### config.mk
export PLATFORM = sky130hd
export DESIGN_NAME = ball_engine
export DESIGN_NICKNAME = d
export VERILOG_FILES = /design/src/rtl/pong_pkg.sv /design/src/rtl/paddle_ctrl.sv /design/src/rtl/ball_engine.sv
export SDC_FILE = /design/constraint.sdc
export NUM_CORES = 1
export LEC_CHECK = 0
export BUFFER_PORTS_ARGS = -buffer_cell sky130_fd_sc_hd__buf_2
export CORE_AREA = 2 2 119 121
export CTS_CLUSTER_DIAMETER = 30
export DETAILED_ROUTE_END_ITERATION = 10
export DIE_AREA = 0 0 121 123
export PLACE_DENSITY_LB_ADDON = 0.1
export SLEW_MARGIN = 20
export SYNTH_ARGS = -nofsm -noshare
export SYNTH_HDL_FRONTEND = slang
export SYNTH_SLANG_ARGS = --single-unit
### constraint.sdc
create_clock -name clk -period 4.8 [get_ports clk]
set_clock_uncertainty 0.15 [all_clocks]
set_input_delay 0.24 -clock clk [delete_from_list [all_inputs] [get_ports clk]]
set_output_delay 0.24 -clock clk [all_outputs]
set_load 0.02 [all_outputs]
### src/rtl/pong_pkg.sv
// pong_pkg: types and default constants shared by the pingpong game engine.
//   state_e : game FSM state (IDLE, PLAY, MISS, OVER), 2-bit, matches the
//             numeric codes reported on the ball_engine state port.
//   coord_t : 11-bit unsigned screen coordinate.
//   svel_t  : 12-bit signed value for velocities and signed position math.
//   DEF_*   : default geometry and velocity values used as module parameters.
package pong_pkg;

  typedef enum logic [1:0] {
    ST_IDLE = 2'd0,
    ST_PLAY = 2'd1,
    ST_MISS = 2'd2,
    ST_OVER = 2'd3
  } state_e;

  typedef logic [10:0]        coord_t;
  typedef logic signed [11:0] svel_t;

  localparam int DEF_H_RES       = 1280;
  localparam int DEF_V_RES       = 1024;
  localparam int DEF_BALL_R      = 10;
  localparam int DEF_PAT_X       = 1100;
  localparam int DEF_PAT_W       = 20;
  localparam int DEF_PAT_H       = 100;
  localparam int DEF_PAT_STEP    = 8;
  localparam int DEF_SERVE_X     = 200;
  localparam int DEF_VX0         = 6;
  localparam int DEF_VY0         = 4;
  localparam int DEF_MISS_FRAMES = 60;
  localparam int DEF_MAX_MISS    = 9;

endpackage

### src/rtl/paddle_ctrl.sv
// paddle_ctrl: vertical paddle position, moved once per frame tick.
// Ports:
//   clk, reset     : clock, synchronous active-low reset
//   tick           : one-cycle frame tick
//   enable         : paddle may move on this tick (low while the game is over)
//   pat_up, pat_dn : player buttons (level); both or neither means hold
//   ypat           : paddle centre y, clamped to keep the paddle on screen
//   ypat_old       : paddle centre y before this tick's move; the collision
//                    logic must use this so a hit is judged against the
//                    paddle the player could see
module paddle_ctrl
  import pong_pkg::*;
#(
  parameter int V_RES    = DEF_V_RES,
  parameter int PAT_H    = DEF_PAT_H,
  parameter int PAT_STEP = DEF_PAT_STEP
) (
  input  logic        clk,
  input  logic        reset,
  input  logic        tick,
  input  logic        enable,
  input  logic        pat_up,
  input  logic        pat_dn,
  output logic [10:0] ypat,
  output logic [10:0] ypat_old
);

  localparam svel_t  Y_MIN = svel_t'(PAT_H / 2);
  localparam svel_t  Y_MAX = svel_t'(V_RES - 1 - PAT_H / 2);
  localparam svel_t  STEP  = svel_t'(PAT_STEP);
  localparam coord_t Y_RST = coord_t'(V_RES / 2);

  coord_t ypat_q;
  coord_t ypat_next;
  svel_t  y_s;
  svel_t  y_up;
  svel_t  y_dn;

  // Next paddle position; signed math so a step past the top edge clamps
  // instead of wrapping around.
  always_comb begin
    y_s       = $signed({1'b0, ypat_q});
    y_up      = y_s - STEP;
    y_dn      = y_s + STEP;
    ypat_next = ypat_q;
    if (tick && enable) begin
      if (pat_up && !pat_dn) begin
        ypat_next = (y_up < Y_MIN) ? Y_MIN[10:0] : y_up[10:0];
      end else if (pat_dn && !pat_up) begin
        ypat_next = (y_dn > Y_MAX) ? Y_MAX[10:0] : y_dn[10:0];
      end
    end
  end

  // Paddle position register.
  always_ff @(posedge clk) begin
    if (!reset) begin
      ypat_q <= Y_RST;
    end else begin
      ypat_q <= ypat_next;
    end
  end

  // The ball logic updates on the same edge as the paddle, so the current
  // register value is the pre-move position it needs.
  assign ypat     = ypat_q;
  assign ypat_old = ypat_q;

endmodule

### src/rtl/ball_engine.sv
// ball_engine: per-frame game state for the pingpong display path.
// Ports:
//   clk, reset     : clock shared with the renderer, synchronous active-low reset
//   vsync          : renderer sync (active low); its falling edge is the frame tick
//   serve          : serve/restart button (level, rising edge acts)
//   pat_up, pat_dn : paddle buttons (level)
//   xball, yball   : ball centre
//   xpat, ypat     : paddle centre (xpat is fixed)
//   hits           : paddle hits, saturating at 255
//   misses         : miss count, never above MAX_MISS
//   state          : 0 IDLE, 1 PLAY, 2 MISS, 3 OVER
module ball_engine
  import pong_pkg::*;
#(
  parameter int H_RES       = DEF_H_RES,
  parameter int V_RES       = DEF_V_RES,
  parameter int BALL_R      = DEF_BALL_R,
  parameter int PAT_X       = DEF_PAT_X,
  parameter int PAT_W       = DEF_PAT_W,
  parameter int PAT_H       = DEF_PAT_H,
  parameter int PAT_STEP    = DEF_PAT_STEP,
  parameter int SERVE_X     = DEF_SERVE_X,
  parameter int VX0         = DEF_VX0,
  parameter int VY0         = DEF_VY0,
  parameter int MISS_FRAMES = DEF_MISS_FRAMES,
  parameter int MAX_MISS    = DEF_MAX_MISS
) (
  input  logic        clk,
  input  logic        reset,
  input  logic        vsync,
  input  logic        serve,
  input  logic        pat_up,
  input  logic        pat_dn,
  output logic [10:0] xball,
  output logic [10:0] yball,
  output logic [10:0] xpat,
  output logic [10:0] ypat,
  output logic [7:0]  hits,
  output logic [3:0]  misses,
  output logic [1:0]  state
);

  localparam int     CW      = $clog2(MISS_FRAMES + 1);
  localparam coord_t PARK_X  = coord_t'(SERVE_X);
  localparam coord_t PARK_Y  = coord_t'(V_RES / 2);
  localparam svel_t  R_S     = svel_t'(BALL_R);
  localparam svel_t  YBOT_S  = svel_t'(V_RES - 1);
  localparam svel_t  XRGT_S  = svel_t'(H_RES - 1);
  localparam svel_t  FACE_S  = svel_t'(PAT_X - PAT_W / 2);
  localparam svel_t  REACH_S = svel_t'(PAT_H / 2 + BALL_R);
  localparam svel_t  VX0_S   = svel_t'(VX0);
  localparam svel_t  VY0_S   = svel_t'(VY0);

  state_e          state_q;
  state_e          state_next;
  coord_t          x_q;
  coord_t          y_q;
  svel_t           vx_q;
  svel_t           vy_q;
  logic [7:0]      hits_q;
  logic [3:0]      misses_q;
  logic            sign_q;
  logic [CW-1:0]   miss_cnt_q;
  logic            miss_done;

  logic            vs_d1;
  logic            vs_d2;
  logic            tick;
  logic            sv_d1;
  logic            sv_d2;
  logic            serve_edge;

  coord_t          ypat_cur;
  coord_t          ypat_old;

  svel_t           xs;
  svel_t           ys;
  svel_t           xn;
  svel_t           yn;
  svel_t           yp_s;
  svel_t           vx_abs;
  svel_t           vy_abs;
  svel_t           dy;
  svel_t           dy_abs;
  coord_t          x_play;
  coord_t          y_play;
  svel_t           vx_play;
  svel_t           vy_play;
  logic            hit_play;
  logic            miss_play;

  // Edge detectors: a vsync fall becomes a one-cycle tick, a serve rise a
  // one-cycle serve_edge. Reset preloads the history to 1 so a serve button
  // already held across reset produces no edge.
  always_ff @(posedge clk) begin
    if (!reset) begin
      vs_d1      <= 1'b1;
      vs_d2      <= 1'b1;
      tick       <= 1'b0;
      sv_d1      <= 1'b1;
      sv_d2      <= 1'b1;
      serve_edge <= 1'b0;
    end else begin
      vs_d1      <= vsync;
      vs_d2      <= vs_d1;
      tick       <= vs_d2 & ~vs_d1;
      sv_d1      <= serve;
      sv_d2      <= sv_d1;
      serve_edge <= sv_d1 & ~sv_d2;
    end
  end

  paddle_ctrl #(
    .V_RES    (V_RES),
    .PAT_H    (PAT_H),
    .PAT_STEP (PAT_STEP)
  ) u_paddle (
    .clk      (clk),
    .reset    (reset),
    .tick     (tick),
    .enable   (state_q != ST_OVER),
    .pat_up   (pat_up),
    .pat_dn   (pat_dn),
    .ypat     (ypat_cur),
    .ypat_old (ypat_old)
  );

  // Candidate ball state for a PLAY tick. Y and X are reflected
  // independently so a corner bounces both axes in one frame; the paddle
  // window uses the unreflected yn against the pre-move paddle position.
  always_comb begin
    xs     = $signed({1'b0, x_q});
    ys     = $signed({1'b0, y_q});
    yp_s   = $signed({1'b0, ypat_old});
    xn     = xs + vx_q;
    yn     = ys + vy_q;
    vx_abs = vx_q[11] ? -vx_q : vx_q;
    vy_abs = vy_q[11] ? -vy_q : vy_q;
    dy     = yn - yp_s;
    dy_abs = dy[11] ? -dy : dy;

    y_play  = yn[10:0];
    vy_play = vy_q;
    if ((yn - R_S) <= 12'sd0) begin
      y_play  = R_S[10:0];
      vy_play = vy_abs;
    end else if ((yn + R_S) >= YBOT_S) begin
      y_play  = coord_t'(V_RES - 1 - BALL_R);
      vy_play = -vy_abs;
    end

    x_play    = xn[10:0];
    vx_play   = vx_q;
    hit_play  = 1'b0;
    miss_play = 1'b0;
    if ((xn - R_S) <= 12'sd0) begin
      x_play  = R_S[10:0];
      vx_play = vx_abs;
    end else if ((vx_q > 12'sd0) && ((xs + R_S) < FACE_S) &&
                 ((xn + R_S) >= FACE_S) && (dy_abs <= REACH_S)) begin
      x_play   = coord_t'(PAT_X - PAT_W / 2 - BALL_R);
      vx_play  = -vx_abs;
      hit_play = 1'b1;
    end else if ((xn + R_S) >= XRGT_S) begin
      x_play    = coord_t'(H_RES - 1 - BALL_R);
      miss_play = 1'b1;
    end
  end

  assign miss_done = (miss_cnt_q == CW'(MISS_FRAMES - 1));

  // FSM state register.
  always_ff @(posedge clk) begin
    if (!reset) begin
      state_q <= ST_IDLE;
    end else begin
      state_q <= state_next;
    end
  end

  // FSM next state: serve edges drive IDLE/OVER, ticks drive PLAY/MISS.
  always_comb begin
    state_next = state_q;
    case (state_q)
      ST_IDLE: if (serve_edge) state_next = ST_PLAY;
      ST_PLAY: if (tick && miss_play) state_next = ST_MISS;
      ST_MISS: begin
        if (tick && miss_done) begin
          state_next = (misses_q == 4'(MAX_MISS)) ? ST_OVER : ST_IDLE;
        end
      end
      ST_OVER: if (serve_edge) state_next = ST_IDLE;
      default: state_next = ST_IDLE;
    endcase
  end

  // Ball, velocity and counter registers. Leaving MISS for IDLE and leaving
  // OVER both re-park the ball at the serve point.
  always_ff @(posedge clk) begin
    if (!reset) begin
      x_q        <= PARK_X;
      y_q        <= PARK_Y;
      vx_q       <= VX0_S;
      vy_q       <= VY0_S;
      hits_q     <= '0;
      misses_q   <= '0;
      sign_q     <= 1'b0;
      miss_cnt_q <= '0;
    end else begin
      case (state_q)
        ST_IDLE: begin
          if (serve_edge) begin
            vx_q   <= VX0_S;
            vy_q   <= sign_q ? -VY0_S : VY0_S;
            sign_q <= ~sign_q;
          end
        end
        ST_PLAY: begin
          if (tick) begin
            x_q        <= x_play;
            y_q        <= y_play;
            vx_q       <= vx_play;
            vy_q       <= vy_play;
            miss_cnt_q <= '0;
            if (hit_play && (hits_q != 8'hFF)) begin
              hits_q <= hits_q + 8'd1;
            end
            if (miss_play && (misses_q != 4'(MAX_MISS))) begin
              misses_q <= misses_q + 4'd1;
            end
          end
        end
        ST_MISS: begin
          if (tick) begin
            if (miss_done) begin
              miss_cnt_q <= '0;
              if (misses_q != 4'(MAX_MISS)) begin
                x_q <= PARK_X;
                y_q <= PARK_Y;
              end
            end else begin
              miss_cnt_q <= miss_cnt_q + CW'(1);
            end
          end
        end
        ST_OVER: begin
          if (serve_edge) begin
            hits_q   <= '0;
            misses_q <= '0;
            x_q      <= PARK_X;
            y_q      <= PARK_Y;
          end
        end
        default: ;
      endcase
    end
  end

  // Outputs come straight from registers.
  always_comb begin
    xball  = x_q;
    yball  = y_q;
    xpat   = coord_t'(PAT_X);
    ypat   = ypat_cur;
    hits   = hits_q;
    misses = misses_q;
    state  = state_q;
  end

endmodule

Word level (Yosys, flattened, before mapping)
Cells that the tools add are included.
{ "totals": {"reg_bits": 84, "input_bits": 6, "output_inout_bits": 58} }
{ "op_classes": {"add_sub_neg": 18, "order_cmp": 10, "eq_ne": 20, "mux": 58, "bitwise_logic": 5, "n_reduce_logical": 27} }
{ "op_table": {"columns": ["cell", "n"], "rows": [
  ["$mux 11", 19],
  ["$mux 12", 12],
  ["$pmux 11 s3", 2],
  ["$neg 12->12", 5],
  ["$pmux 12 s2", 2],
  ["$add 11x4->12 const B", 2],
  ["$add 12x12->12", 2],
  ["$add 12x5->12 const B", 2],
  ["$ge 12x12->1 const B", 2],
  ["$le 12x1->1 const B", 2],
  ["$mux 8", 3],
  ["$sub 12x5->12 const B", 2],
  ["$ne 2x2->1 const B", 11],
  ["$reduce_and 4->1", 5],
  ["$mux 6", 3],
  ["$pmux 8 s2", 1],
  ["$ge 12x11->1 const B", 1],
  ["$gt 12x1->1 const B", 1],
  ["$gt 12x11->1 const B", 1],
  ["$le 12x7->1 const B", 1],
  ["$lt 12x12->1 const B", 1],
  ["$lt 12x7->1 const B", 1],
  ["$mux 4", 3],
  ["$pmux 6 s2", 1],
  ["26 further kinds", 53]
]} }

Logic depth before layout (Yosys ltp)
Gate-level depths: netlist of run 1.
{ "depth": {"word_depth": 12, "mapped_depth": 20} }

Cells and area by module
A second synthesis of run 1 with hierarchy kept.
{ "unflattened": {"cells_unflattened": 1070, "area_unflattened_um2": 8002.7} }
{ "modules_own_cells": {"columns": ["mod", "n_inst", "cells_per_inst", "area_per_inst_um2"], "rows": [
  ["ball_engine", 1, 917, 6786.5],
  ["paddle_ctrl", 1, 153, 1216.2]
]} }

Worst setup path after synthesis of run 1
Ideal clock, no wire load.
{ "synth_timing": {"kind": "register to register", "from": "register y_q[2] (netlist: yball[2])", "to": "register misses_q[0] (netlist: misses[0])", "setup_ns": 0.074, "arrival_ns": 4.590, "slack_ns": -0.014, "path_stages_with_launch": 17, "path_buffers": 0, "synth_period_minus_slack_ns": 4.814, "path_cell_list": "dfxtp_1 -> ha_1 -> a21o_1 -> a21o_1 -> a2111o_1 -> o2111ai_1 -> ha_1 -> a211o_1 -> a211oi_1 -> nor4_1 -> a311oi_1 -> nor3_1 -> and3_1 -> o2111ai_1 -> nand4_1 -> or4_1 -> a31oi_1"} }
{ "synth_between": {"elab_chain_cells": 11} }
{ "synth_rtl": {"columns": ["item", "line", "rtl"], "rows": [
  ["from (decl)", "ball_engine.sv:57", "coord_t y_q;"],
  ["from (signal assigned)", "ball_engine.sv:221", "y_q <= y_play;"],
  ["$add 12x12->12 (*)", "ball_engine.sv:136", "yn = ys + vy_q;"],
  ["$sub 12x12->12 (*)", "ball_engine.sv:139", "dy = yn - yp_s;"],
  ["$neg 12->12", "ball_engine.sv:140", "dy_abs = dy[11] ? -dy : dy;"],
  ["$mux 12 (*)", "ball_engine.sv:140", null],
  ["$le 12x7->1 (*)", "ball_engine.sv:160", "((xn + R_S) >= FACE_S) && (dy_abs <= REACH_S)) begin"],
  ["$logic_and 1x1->1 (*)", "ball_engine.sv:160", null],
  ["$mux 1 (*)", "ball_engine.sv:159", "end else if ((vx_q > 12'sd0) && ((xs + R_S) < FACE_S) &&"],
  ["$mux 1 (*)", "ball_engine.sv:156", "if ((xn - R_S) <= 12'sd0) begin"],
  ["$logic_and 1x1->1 (*)", "ball_engine.sv:228", "if (miss_play && (misses_q != 4'(MAX_MISS))) begin"],
  ["$ne 2x2->1 (no line) (*)", null, null],
  ["$reduce_and 4->1 (no line) (*)", null, null],
  ["to (signal assigned)", "ball_engine.sv:229", "misses_q <= misses_q + 4'd1;"],
  ["to (decl)", "ball_engine.sv:61", "logic [3:0] misses_q;"]
]} }
Every way passes the cells marked *; elsewhere a longest branch is shown, timed or not.
A chain may end at the register's enable or synchronous reset.

Final worst setup path of run 1
{ "layout_timing": {"from": "register y_q[2] (netlist: yball[2])", "to": "register hits_q[3] (netlist: hits[3])"} }
{ "layout_between": {"elab_chain_cells": 11} }
{ "layout_rtl": {"columns": ["item", "line", "rtl"], "rows": [
  ["$add 12x12->12 (*)", "ball_engine.sv:136", null],
  ["$sub 12x12->12 (*)", "ball_engine.sv:139", null],
  ["$neg 12->12", "ball_engine.sv:140", null],
  ["$mux 12 (*)", "ball_engine.sv:140", null],
  ["$le 12x7->1 (*)", "ball_engine.sv:160", null],
  ["$logic_and 1x1->1 (*)", "ball_engine.sv:160", null],
  ["$mux 1 (*)", "ball_engine.sv:159", null],
  ["$mux 1 (*)", "ball_engine.sv:156", null],
  ["$logic_and 1x1->1 (*)", "ball_engine.sv:225", "if (hit_play && (hits_q != 8'hFF)) begin"],
  ["$ne 2x2->1 (no line) (*)", null, null],
  ["$reduce_and 4->1 (no line) (*)", null, null],
  ["to (signal assigned)", "ball_engine.sv:226", "hits_q <= hits_q + 8'd1;"],
  ["to (decl)", "ball_engine.sv:60", "logic [7:0] hits_q;"]
]} }
Marks and branches as above.

==> reports/results.tsv, run 1 <==
metric	value	unit
synth_enable_flop_cells	0	
hpwl	15.4	mm
cts.reportedPaths.clkPinSlew	0.07	ns
syn-cell-area	0.00743	mm^2
slew_viol_final	0	
vias	7660	
area_growth	16.4	%
route.detailed.drc	0	
swShare	0.302	
comb_power_share	0.197	
fmax	214	MHz
hp-class	primary input to flip-flop	
yosysWarnings	0	
grtUsageTotal	0.284	
antenna_found_initial	0	
routedWlPerCell	16.9	um
async_reset_ff_frac	0	
ios	64	
tightest_slew	0.816	ns
worstSkewPairLatency	0.36	ns
grt_pass1_wl	34.3	mm
dr.pass1.iters	5	
p_int	1.26	mW
synthDistinctLibCells	80	
cp_max_fo	6	
grt_pass1_vias	6985	
diodes	0	
power	1.81	mW
syn_area_per_cell	7.51	um^2
end_kind	flip-flop	
synth_largest_area_cell	dfxtp_1	
required	4.94	ns
dr.first_iter.drc_count	622	
drt-total-wl	21.1	mm
min_period	4.68	ns
cts_tree	built	
worstSetupPathType	flip-flop to flip-flop	
dieArea	0.0149	mm^2
ys.flop_type	dfxtp_1	
syn_inst	989	
start_kind	flip-flop	
num_rows	43	
die_w	121	um
hold_viol	0	
nNetsFinal	1118	
maxSlewHeadroom	0.456	
cts_root_buf	clkbuf_16	
p_leak	3.53	nW
final_area	0.00865	mm^2
synth-seq-area-share	0.218	
port_buffers	52	
power.density	210	mW/mm^2
start_util	0.546	
drtAntennaViolNets	0	
peakVddDrop	0.158	mV
clock_path_buffers	2	
clock-sinks	81	
grt_max_degree	35	
finalCritPeriodShare	0.974	
cts_buffers	9	
coreArea	0.0136	mm^2
globalplace.congestion	0.906	
dpl-instance-area	0.00802	mm^2
switchingPower	0.548	mW
crit_arrival	4.82	ns
drv_cap	0	
power_frac_seq	0.382	
p_clk_frac	0.421	
htreeDepth	3	
drive_above_1_share	0.178	
synth_top_area_share	0.218	
synth_area_leaders	dfxtp_1 (22%), ha_1 (8.8%), o21ai_0 (5.4%), a21oi_1 (5.2%), nand2_1 (4.3%)	
dieHeight	123	um
ys_ff_latch	81	
finalSetupViolations	0	
status	completed	
routed_via_density	6.16	
overflow	0	
[final timing paths]
path,from,end,slack [ns],depth (start not counted)
max,yball[2],hits[3],0.12,18
min,reset,sv_d1,0.24,2
max reg2reg,yball[2],hits[3],0.12,18
min reg2reg,sv_d2,serve_edge,0.25,1
[power groups by stage]
stage | clock network [mW] | registers, mW | logic [mW]
final | 0.763 | 0.693 | 0.357
after CTS | 0.767 | 0.692 | 0.318
after global placement | 0 | 0.708 | 0.297
after global routing | 0.802 | 0.694 | 0.390
after detailed placement | 0 | 0.708 | 0.300
after floorplan | 0 | 0.708 | 0.215
[cells in the final DEF, fill, tap and decap left out, drive strengths merged, types with 15 or more instances in the layout]
master / Yosys / final
xor2: 34 / 34
inv: 41 / 45
nor2: 82 / 82
ha: 52 / 52
o21a: 16 / 16
nand4: 27 / 27
o21ai: 82 / 82
nand3: 29 / 29
nand2b: 16 / 16
a21oi: 77 / 77
nor3: 26 / 26
dfxtp: 81 / 81
xnor2: 28 / 28
nor2b: 15 / 15
nand2: 85 / 85
buf: 18 / 105
[critical path: stages (launching register included)]
cell and delay (ns):
dfxtp_2 0.34, ha_4 0.25, a21o_1 0.18, a21o_1 0.20
a2111o_1 0.42, o2111ai_4 0.16, ha_4 0.18, buf_6 0.09
o211ai_1 0.14, a311oi_2 0.32, o41ai_2 0.13, a311oi_2 0.36
nand4_1 0.16, o221ai_2 0.27, o2111ai_4 0.18, buf_6 0.17
or4_4 0.44, or3_1 0.32, a21oi_1 0.14
[cell usage after synthesis, types with 5 or more instances]
| library cell | number |
|---|---|
| nor2_1 | 82 |
| o2111ai_1 | 6 |
| nor2b_1 | 15 |
| or4_1 | 8 |
| inv_1 | 41 |
| mux2i_1 | 5 |
| nor3_1 | 25 |
| nor4_1 | 5 |
| dfxtp_1 | 81 |
| buf_4 | 13 |
| o221a_2 | 9 |
| o41ai_1 | 5 |
| and2_1 | 5 |
| a22o_1 | 5 |
| and3_1 | 13 |
| o22ai_1 | 7 |
| xnor2_1 | 28 |
| ha_1 | 52 |
| nand4_1 | 27 |
| a211oi_1 | 12 |
| or3_1 | 10 |
| nand2b_1 | 16 |
| a21o_1 | 13 |
| o21ai_0 | 80 |
| o21a_1 | 16 |
| nand3_1 | 29 |
| a211o_1 | 5 |
| a31oi_1 | 11 |
| clkbuf_1 | 39 |
| and4_1 | 7 |
| xor2_1 | 34 |
| a41oi_1 | 6 |
| o211ai_1 | 11 |
| o31ai_1 | 7 |
| o211a_1 | 5 |
| nand2_1 | 85 |
| nand3b_1 | 12 |
| a21oi_1 | 77 |
[area by class of cell]
type / instances / area (um^2)
Tap cell: 180 / 225
Inverter: 43 / 161
Fill cell: 1226 / 4960
Sequential cell: 81 / 1630
Timing Repair Buffer: 107 / 686
Clock inverter: 6 / 78.8
Multi-Input combinational cell: 817 / 5630
Clock buffer: 10 / 239
[registers in the layout, indices dropped and copies added, names as in the netlist, 2 cells and up]
signal	count
misses	4
xball	11
yball	11
u_paddle.ypat	10
miss_cnt_q	6
hits	8
vx_q	11
state	2
vy_q	11
[through the flow]
step | TNS [ns] | setup slack, ns | util | hold slack, ns | cells
finish | 0 | 0.123 | 0.636 | 0.242 | 1244
detailed placement | -1.57 | -0.172 | 0.589 | 0.234 | 1219
floorplan | 0 | 0.0625 | - | 0.191 | 998
global placement | -1.72 | -0.186 | 0.589 | 0.242 | 1219
CTS | 0 | 0.0256 | 0.618 | 0.227 | 1237
global route | -0.141 | -0.0322 | 0.636 | 0.257 | 1244
[logic make-up after synthesis]
group / share of synthesized area
xor gates and xnor gates: 0.0731
buffers and inverters: 0.0594
adders and majority gates: 0.0903
DFF: 0.218
muxes: 0.0103
AOI/OAI and AO/OA: 0.296
and+or+nand+nor: 0.252
other: 0.00101
[what timing repair did]
item | 4_1_cts | 5_1_grt
pin swaps | 3 | 15
hold buffers | 2 | 0
resized for setup | 8 | 39
hold endpoints to repair | 2 | 0
setup endpoints to repair | 27 | 30
buffers inserted | 0 | 7
[routing by layer]
layer	up-vias	GRT usage	routed length [um]
met5	-	0	0
met4	0	0.0945	395
met2	215	0.473	9890
met1	3591	0.376	9790
met3	32	0.0443	1000
li1	3822	-	-
(Power assumes the default switching activity.)
==> run 2: changes to the inputs <==
CORE_AREA = 2 2 137 105   (was 2 2 119 121)
DIE_AREA = 0 0 139 107   (was 0 0 121 123)
clock period = 4.2 ns   (was 4.8 ns; I/O delays follow)
==> reports/results.tsv, run 2 (synthesis gave the netlist of run 1 again) <==
metric	value	unit
nNetsFinal	1191	
htreeDepth	3	
hpwl	16.8	mm
drv_cap	0	
grt_max_degree	35	
grt_pass1_vias	7109	
status	finished with violations	
whs_endpoint	sv_d1	
power	2.02	mW
rsz0062_at_grt	yes	
route.detailed.drc	0	
start_util	0.550	
worstSkewPairLatency	0.36	ns
clock_path_buffers	2	
tightest_slew	0.918	ns
final_common_cell	buf_4	
finalCritPeriodShare	1.10	
vias	8130	
cts.reportedPaths.clkPinSlew	0.07	ns
die_w	139	um
final_area	0.00923	mm^2
critPathSlowestCell	or4_4	
start_kind	flip-flop	
routedWlPerCell	17.4	um
hold_viol	0	
diodes	0	
min-delay-start	reset	
fmax	216	MHz
crit_arrival	4.78	ns
cts_tree	built	
globalplace.congestion	0.988	
maxSlewHeadroom	0.385	
peakVddDrop	0.247	mV
ios	64	
r2r_end	hits[5]	
power.density	219	mW/mm^2
dr.first_iter.drc_count	851	
dp_slack	-0.303	ns
dieArea	0.0149	mm^2
grt_pass1_wl	36.6	mm
whs_path_depth	2	
p_leak	3.89	nW
drtAntennaViolNets	0	
grtUsageTotal	0.301	
hold_ws	0.205	ns
port_buffers	52	
rr_worst_depth	18	
area_growth	24.2	%
clock-sinks	81	
end_kind	flip-flop	
cts_root_buf	clkbuf_16	
num_rows	37	
drt-total-wl	22.9	mm
crit_path_cell_trace	ha_4 -> a21o_1 -> a21o_4 -> a2111o_1 -> o2111ai_2 -> ha_2 -> buf_4 -> a21oi_1 -> a311oi_1 -> o41ai_1 -> a311oi_1 -> buf_4 -> nand4_1 -> o221ai_2 -> o2111ai_4 -> or4_4 -> or3_4 -> a21oi_2	
dieHeight	107	um
crit_family	compound AO/OA/AOI/OAI gates	
setup_slack	-0.435	ns
crit_buf_inv	2	
finalSetupViolations	35	
dp_cells	1283	
dr.pass1.iters	6	
violations	setup timing	
worstSetupPathType	flip-flop to flip-flop	
hp-class	primary input to flip-flop	
ff2ff_setup_slack	-0.44	ns
dpl-instance-area	0.00864	mm^2
required	4.35	ns
slew_viol_final	0	
r2r-start	vy_q[2]	
cp_max_fo	6	
min_period	4.64	ns
cts_buffers	9	
overflow	0	
fillCellCount	1111	
drive_above_1_share	0.238	
routed_via_density	6.20	
antenna_found_initial	0	
coreArea	0.0135	mm^2
stdcell_count	1312	
final.setup.tns	-9.35	ns
finish.utilization	0.683	
cp_slowest_stage_delay	0.52	ns
final_cell_mix	buf_4 (124), nand2_1 (85), nor2_1 (81)	
[run 2: how the worst max path moves through the flow]
stage | startpoint | endpoint | slack (ns) | cells after the start
finish | vy_q[2] | hits[5] | -0.44 | 18
floorplan | yball[5] | hits[3] | -0.13 | 19
global placement | vy_q[2] | vx_q[2] | -0.21 | 17
detailed placement | yball[2] | vx_q[2] | -0.30 | 18
global route | vy_q[2] | misses[2] | -0.58 | 19
CTS | vy_q[2] | hits[5] | -0.18 | 18
[run 2: routing by layer]
metal / up-vias / share of wire / global-route usage
li1: 3967 / - / -
met1: 3794 / 0.49 / 0.446
met2: 327 / 0.42 / 0.442
met3: 42 / 0.069 / 0.0598
met4: 0 / 0.021 / 0.0815
met5: - / 0 / 0
[run 2: layout make-up]
type / count / area, um^2 / area share
clock buffer: 10 / 239 / 0.0259
clock inverter: 6 / 50.0 / 0.00542
inverter: 43 / 161 / 0.0175
multi-input combinational: 817 / 5690 / 0.616
sequential: 81 / 1640 / 0.177
tap: 175 / 219 / 0.0237
timing repair buffer: 180 / 1230 / 0.134
[run 2: worst register-to-register path, delay by kind of cell (launching register included)]
family | cells | cell delay (ns)
AOI/OAI and AO/OA | 11 | 2.33
and+or+nand+nor | 3 | 1.00
adders and majority gates | 2 | 0.46
DFF | 1 | 0.34
buffers and inverters | 2 | 0.31
[run 2: repair_timing]
action | 4_1_cts | 5_1_grt
hold endpoints to repair | 2 | 0
cloned | 0 | 0
hold buffers | 2 | 0
setup buffers | 7 | 4
pin swaps | 11 | 4
gates resized for setup | 19 | 18
setup endpoints to repair | 34 | 35
[run 2: where the power goes]
part           switching (mW)  internal, mW
Combinational           0.249         0.196
Sequential             0.0126         0.777
Clock                   0.365         0.423
Total                   0.626          1.40
==> run 3: changes to the inputs <==
ABC_AREA = 1   (was unset)
CORE_AREA = 2 2 141 108   (was 2 2 137 105)
DIE_AREA = 0 0 143 110   (was 0 0 139 107)
==> reports/results.tsv, run 3 <==
metric	value	unit
synthDistinctLibCells	53	
ios	64	
globalplace.congestion	0.937	
cp_slowest_stage_delay	0.45	ns
status	completed	
fillCellCount	1377	
worstSkewPairLatency	0.35	ns
syn_area_per_cell	6.17	um^2
vias	8473	
maxSlewHeadroom	0.521	
cp_max_fo	8	
routed_via_density	5.49	
crit_arrival	3.97	ns
dieArea	0.0157	mm^2
synth_largest_area_cell	dfxtp_1	
cts_root_buf	clkbuf_16	
drtAntennaViolNets	0	
routedWlPerCell	14.3	um
hold_ws	0.183	ns
finalSetupViolations	0	
grt_pass1_wl	36.3	mm
synth_enable_flop_cells	0	
async_reset_ff_frac	0	
area_growth	12.5	%
cp_common_cell	nand2_1	
min_period	3.90	ns
clock_path_buffers	2	
p_leak	4.24	nW
crit_buf_inv	1	
p_int	1.88	mW
port_buffers	52	
start_kind	flip-flop	
ys.flop_type	dfxtp_1	
final_cell_mix	nand2_1 (335), inv_1 (163), nor2_1 (118)	
fmax	257	MHz
overflow	0	
swShare	0.437	
coreArea	0.0143	mm^2
drv_cap	0	
crit_path_cell_trace	ha_4 -> a21oi_1 -> o21a_1 -> nand2_1 -> nand2_1 -> nand2_1 -> nand2_1 -> nand2_4 -> xor2_4 -> ha_1 -> nand2_1 -> nor2_1 -> nand3_1 -> nand3_1 -> nand3_1 -> nand2_1 -> nand3_1 -> a21oi_1 -> nand3_2 -> buf_4 -> o21ai_4 -> nand2_2 -> nand2_1 -> a21oi_1	
dr.pass1.iters	5	
required	4.27	ns
grt_max_degree	44	
synthTopCellsByCount	nand2_1 (336), inv_1 (163), nor2_1 (118), nand3_1 (108), a21oi_1 (91)	
ys_ff_latch	81	
die_w	143	um
hold_viol	0	
syn-cell-area	0.00789	mm^2
synth-seq-area-share	0.206	
syn_inst	1278	
power.density	376	mW/mm^2
hpwl	16.9	mm
worstSetupPathType	flip-flop to flip-flop	
final_common_cell	nand2_1	
grtUsageTotal	0.288	
dieHeight	110	um
tightest_slew	0.711	ns
cts.reportedPaths.clkPinSlew	0.07	ns
antenna_found_initial	0	
start_util	0.551	
power_frac_seq	0.265	
drt-total-wl	22.0	mm
cts_tree	built	
dr.first_iter.drc_count	777	
final.setup.tns	0	ns
switchingPower	1.46	mW
slew_viol_final	0	
grt_pass1_vias	7359	
htreeDepth	3	
crit_family	simple AND/OR/NAND/NOR gates	
clock-sinks	81	
p_clk_frac	0.266	
critPathSlowestCell	dfxtp_1	
synth_area_leaders	dfxtp_1 (21%), nand2_1 (16%), ha_1 (8.2%), inv_1 (7.8%), nand3_1 (6.9%)	
comb_power_share	0.468	
drive_above_1_share	0.128	
nNetsFinal	1397	
hp-class	primary input to flip-flop	
num_rows	38	
end_kind	flip-flop	
yosysWarnings	0	
yosysMostFrequentCell	nand2_1	
cts_buffers	9	
route.detailed.drc	0	
finalCritPeriodShare	0.928	
peakVddDrop	0.228	mV
diodes	0	
synth_top_area_share	0.206	
## run 3: logic make-up after synthesis
family,share of synthesized area
other cells,0.000952
fa+ha+maj,0.0850
simple gates,0.395
flops,0.206
xor+xnor,0.0674
buf+inv,0.109
compound gates,0.137
## run 3: worst paths after layout
check	to	cells past startpoint	startpoint	slack (ns)
max	hits[1]	24	vy_q[7]	0.30
min	sv_d2	3	reset	0.18
min reg2reg	serve_edge	1	sv_d2	0.25
max reg2reg	hits[1]	24	vy_q[7]	0.30
## run 3: cell type report
type	count	area, um^2	area share
flip-flops and latches	81	1630	0.183
clock inverters	6	91.3	0.0103
inverters	175	666	0.0750
multi-input cells	998	5580	0.629
clock buffers	10	239	0.0269
repair buffers	73	423	0.0477
well taps	200	250	0.0282
## run 3: layer usage
layer | routed length (um) | global-route usage
met1 | 11100 | 0.435
met4 | 465 | 0.0856
met2 | 8560 | 0.404
met5 | 0 | 0
met3 | 1850 | 0.0622
## run 3: timing repair
action                                  4_1_cts  5_1_grt
buffers inserted                              0        4
endpoints found under the hold margin         2        0
gates resized for setup                       0       28
endpoints found under the setup margin        0       33
hold buffers                                  2        0
## run 3: per-stage QoR
step	setup WS [ns]	utilization	total power, mW	cells	instance area, um^2
detailed placement	0.141	0.583	2.38	1521	8350
finish	0.303	0.620	3.33	1543	8870
CTS	0.121	0.608	3.28	1539	8700
global placement	0.185	0.583	2.39	1521	8350
global route	-0.00162	0.620	3.57	1543	8870
floorplan	0.390	-	2.07	1287	7920
## run 3: power groups by stage
stage          combinational [mW]  sequential [mW]  clock (mW)
2_1_floorplan                1.17            0.891           0
3_3_place_gp                 1.49            0.893           0
3_5_place_dp                 1.49            0.894           0
4_1_cts                      1.50            0.877       0.901
5_1_grt                      1.75            0.891       0.932
6_report                     1.56            0.883       0.888
## run 3: worst register-to-register path, stage by stage (launching register included)
cell	delay, ns
dfxtp_1	0.45
ha_4	0.26
a21oi_1	0.17
o21a_1	0.15
nand2_1	0.06
nand2_1	0.08
nand2_1	0.05
nand2_1	0.09
nand2_4	0.09
xor2_4	0.18
ha_1	0.33
nand2_1	0.09
nor2_1	0.14
nand3_1	0.11
nand3_1	0.12
nand3_1	0.10
nand2_1	0.11
nand3_1	0.08
a21oi_1	0.15
nand3_2	0.14
buf_4	0.17
o21ai_4	0.19
nand2_2	0.16
nand2_1	0.11
a21oi_1	0.07
